**config.mk**
```make
export PLATFORM = sky130hd
export DESIGN_NAME = edisk_mapper
export DESIGN_NICKNAME = d
export VERILOG_FILES = /design/src/rtl/edisk_mapper.sv
export SDC_FILE = /design/constraint.sdc
export NUM_CORES = 1
export LEC_CHECK = 0
export CORE_ASPECT_RATIO = 0.7
export CORE_MARGIN = 2
export CORE_UTILIZATION = 29
export DETAILED_ROUTE_END_ITERATION = 6
export GPL_ROUTABILITY_DRIVEN = 0
export PLACE_DENSITY_LB_ADDON = 0.08
export SLEW_MARGIN = 30
export SYNTH_ARGS = -nofsm -noshare
export SYNTH_HDL_FRONTEND = slang
export SYNTH_SLANG_ARGS = --single-unit
```
**constraint.sdc**
```tcl
create_clock -name clk_sys -period 1.6 [get_ports clk_sys]
set_clock_uncertainty 0.15 [all_clocks]
set_input_delay 0.16 -clock clk_sys [delete_from_list [all_inputs] [get_ports clk_sys]]
set_output_delay 0.16 -clock clk_sys [all_outputs]
set_load 0.03 [all_outputs]
```
**src/rtl/edisk_mapper.sv**
```systemverilog
// edisk_mapper: maps CPU memory cycles onto extended RAM-disk pages.
// Each disk has one I/O control register selecting a stack page and a
// window page; the lowest-index disk that hits drives ed_page.
module edisk_mapper #(
  parameter int          NUM_DISKS  = 1,
  parameter int unsigned PORT_BASE  = 8'h10,
  parameter bit          EXT_WINDOW = 1'b0,
  localparam int         PW         = $clog2(4*NUM_DISKS+1)
) (
  input  logic          clk_sys,
  input  logic          reset,
  input  logic [7:0]    io_addr,
  input  logic          io_wr,
  input  logic          io_rd,
  input  logic [7:0]    din,
  input  logic [15:0]   addr,
  input  logic          ram_read,
  input  logic          write_n,
  input  logic          io_stack,
  output logic [PW-1:0] ed_page,
  output logic [7:0]    dout,
  output logic          sel,
  output logic          conflict
);

  // Elaboration-time parameter sanity: disk count and port range must fit.
  if (NUM_DISKS < 1 || NUM_DISKS > 8) begin : g_bad_num_disks
    $error("edisk_mapper: NUM_DISKS must be 1..8");
  end
  if (PORT_BASE + NUM_DISKS - 1 > 255) begin : g_bad_port_range
    $error("edisk_mapper: PORT_BASE+NUM_DISKS-1 exceeds 8'hFF");
  end

  logic [7:0]           disk_reg [NUM_DISKS];
  logic                 io_wr_prev;
  logic [NUM_DISKS-1:0] port_hit;
  logic [NUM_DISKS-1:0] disk_hit;
  logic [1:0]           disk_page [NUM_DISKS];
  logic                 mreq;
  logic                 wr_fire;
  logic                 multi_hit;

  // Low address bits never take part in window decoding.
  logic unused_addr_bits;
  assign unused_addr_bits = ^addr[12:0];

  assign mreq    = ram_read | ~write_n;
  assign wr_fire = io_wr & ~io_wr_prev;
  assign sel     = |port_hit;

  // Per-disk port decode and memory hit/page decode.
  for (genvar gi = 0; gi < NUM_DISKS; gi++) begin : g_disk
    logic stack_hit;
    logic win_hit;
    logic win_main;
    logic win_ext;

    assign port_hit[gi] = (io_addr == 8'(PORT_BASE + gi));
    assign stack_hit    = disk_reg[gi][4] & io_stack & mreq;
    assign win_main     = disk_reg[gi][5] & addr[15] & (addr[14] ^ addr[13]);
    assign win_ext      = EXT_WINDOW & disk_reg[gi][6] & (addr[15:13] == 3'b100);
    assign win_hit      = mreq & ~stack_hit & (win_main | win_ext);
    assign disk_hit[gi] = stack_hit | win_hit;
    // Stack page wins inside a disk because win_hit is masked by stack_hit.
    assign disk_page[gi] = stack_hit ? disk_reg[gi][3:2] : disk_reg[gi][1:0];
  end

  assign multi_hit = ($countones(disk_hit) > 1);

  // Priority select: iterate high to low so the lowest-index hit overrides.
  always_comb begin
    ed_page = '0;
    for (int d = NUM_DISKS - 1; d >= 0; d--) begin
      if (disk_hit[d]) begin
        ed_page = PW'(1 + 4*d + int'(disk_page[d]));
      end
    end
  end

  // Register readback; unselected or idle ports float high like an open bus.
  always_comb begin
    dout = 8'hFF;
    if (io_rd && sel) begin
      for (int d = 0; d < NUM_DISKS; d++) begin
        if (port_hit[d]) begin
          dout = disk_reg[d];
        end
      end
    end
  end

  // Register file, write edge detector and sticky conflict flag.
  // io_wr_prev resets high so a level held across reset release never writes.
  always_ff @(posedge clk_sys) begin
    if (reset) begin
      io_wr_prev <= 1'b1;
      conflict   <= 1'b0;
      for (int d = 0; d < NUM_DISKS; d++) begin
        disk_reg[d] <= 8'h00;
      end
    end else begin
      io_wr_prev <= io_wr;
      for (int d = 0; d < NUM_DISKS; d++) begin
        if (wr_fire && port_hit[d]) begin
          disk_reg[d] <= din;
        end
      end
      if (multi_hit) begin
        conflict <= 1'b1;
      end else if (wr_fire && sel) begin
        conflict <= 1'b0;
      end
    end
  end

endmodule

```
==> run metrics <==
Critical Path AT 1660 ps; max FFs per register 8; Max Slew Vio Count 0; design area 1270 um2; routed len/inst 10.8 um; Pleak 0.540 nW; die height 43.6 um; Post-synth EDFFs 8; worst r2r src io_wr_prev; Top FF cell, synth edfxtp_1; syn nets 97; #FFs+latches synth 9; Peak VDD IR 0.000290 V; placed insts 135; largest net degree at the start of global routing 9; CTS tree done; register area share after synthesis 40.0%; CTS Buf Count 3; Crit path required time 1290 ps; Worst Setup SP disk_reg[0][4]; first drt pass iteration count 4; Synth Warn # 0; Tot GR Track Use 12.5%; Worst Hold Class primary input to flop; vias per inst 4.28; Detailed Place HPWL 1250 um; Period minus WS final 1970 ps; final net count 157; crit path capture type output port; Critical Path Source Type flop; failing checks setup timing; pwr/cell area 453 nW/um2; row count 14; run status finished, violations left; Die W 60.6 um; post-synthesis cell count 57; IO Pins 52; initial DRC count 5; CTS hold repair buffers 0; Post-DRT Antenna Nets 0; count of input and output buffers 37; CTS Root Cell clkbuf_4; global-route wire length before repair 2440 um; initial antenna violation count 0; Placed Area 1170 um2; GRT overflow 0; ys async rst share 0%; final cell count without fillers 148; vias in the first global route 577; Fin. Hold Viols 0; Setup-failing EPs final 4; worst path setup slack after routing -375 ps; HP Start io_wr; Period Utilization, post-route 123%; Layout area overhead 96.0%; Worst Path Max Fanout 3; CTS sink cnt 9; ant diodes 0; RSZ-0062 raised after global routing yes; DR DRC count 0; Max Cap Viol 0; layout cell share with drive strength beyond 1 59.5%; H-tree depth 1; clk buf depth 2; Mapped Area 651 um2; mean area per synthesized cell 11.4 um2; post-synthesis cell type count 24; latest clock arrival within the worst-skew pair 260 ps; filler cell count 188; synth cell count leaders inv_1 (9), edfxtp_1 (8), nor4_2 (8), or2_1 (8); Max Clk Rate 506 MHz; Synth area leader edfxtp_1; core area 2140 um2; Worst-path clk slew 70 ps; crit path kind flop to output port; most frequent cell after synthesis inv_1; die area 2640 um2; flop-to-flop setup slack 430 ps; Initial Util 30.4%; final WL 1600 um; Reg2Reg Depth 3; via count 634; post-synth top area share 36.9%; synth top area cells edfxtp_1 (37%), nor4_2 (15%), or2_1 (7.7%); Worst Hold Depth 2
## stage by stage
step	total power, mW	worst slack (ps)	util [%]	setup TNS [ps]	hold slack (ps)
after floorplan	0.320	-94.1	-	-162	117
after global placement	0.406	-785	54.8	-11570	616
after detailed placement	0.407	-820	54.8	-11490	618
after CTS	0.584	-385	57.4	-1030	341
after global routing	0.618	-449	59.7	-1300	348
final	0.577	-375	59.7	-995	349
## per-layer routing
layer,routed length [um],GRT usage (%),vias up
li1,-,-,321
met1,693,15.9,294
met2,782,19.1,19
met3,125,5.37,0
met4,0,3.91,0
met5,0,0,-
## area by class of cell
type	instances	area, um2	share of cell area, %
Timing Repair Buffer	58	494	38.8
Multi-Input combinational cell	36	419	32.9
Sequential cell	9	260	20.4
Tap cell	32	40.0	3.14
Inverter	9	33.8	2.65
Clock buffer	3	22.5	1.77
Clock inverter	1	5.00	0.393
## critical path, stage by stage (launching register included)
cell	delay (ps)
edfxtp_1	440
nand3_4	110
mux2_4	320
ha_4	260
a21boi_4	160
buf_6	140
## cell usage in the layout, fill, tap and decap left out, types with 2 or more instances in the layout
master and instances:
or2_1 7, clkbuf_2 2, nor4_2 8, buf_2 7, inv_1 8, clkdlybuf4s50_1 14
dlygate4sd2_1 4, edfxtp_1 8, mux2_4 2, buf_6 10, clkbuf_4 3, buf_4 20
## power breakdown
| group | leakage [nW] | internal, mW | switching, mW |
|---|---|---|---|
| logic | 0.428 | 0.0843 | 0.0575 |
| clock network | 0.0177 | 0.0920 | 0.0793 |
| registers | 0.0943 | 0.261 | 0.00300 |
## path summary, 6_finish.rpt
| kind | endpoint |
|---|---|
| setup / recovery | ed_page[1] |
| hold / removal | io_wr_prev |
| setup reg to reg | disk_reg[0][2] |
| hold reg to reg | disk_reg[0][0] |
## what timing repair did
item,4_1_cts,5_1_grt
cloned,0,0
setup endpoints to repair,20,11
setup buffers,6,4
gates resized for setup,80,21
pin swaps,6,6
## kinds of logic after synthesis
| family | count (synthesis) | synth area share, % |
|---|---|---|
| AOI/OAI and AO/OA | 4 | 4.62 |
| DFF | 9 | 40.0 |
| and+or+nand+nor | 27 | 40.2 |
| adders and majority gates | 1 | 1.92 |
| other | 1 | 0.576 |
| xor gates and xnor gates | 1 | 1.35 |
| buffers and inverters | 12 | 7.88 |
| muxes | 2 | 3.46 |
(Power assumes the default switching activity.)
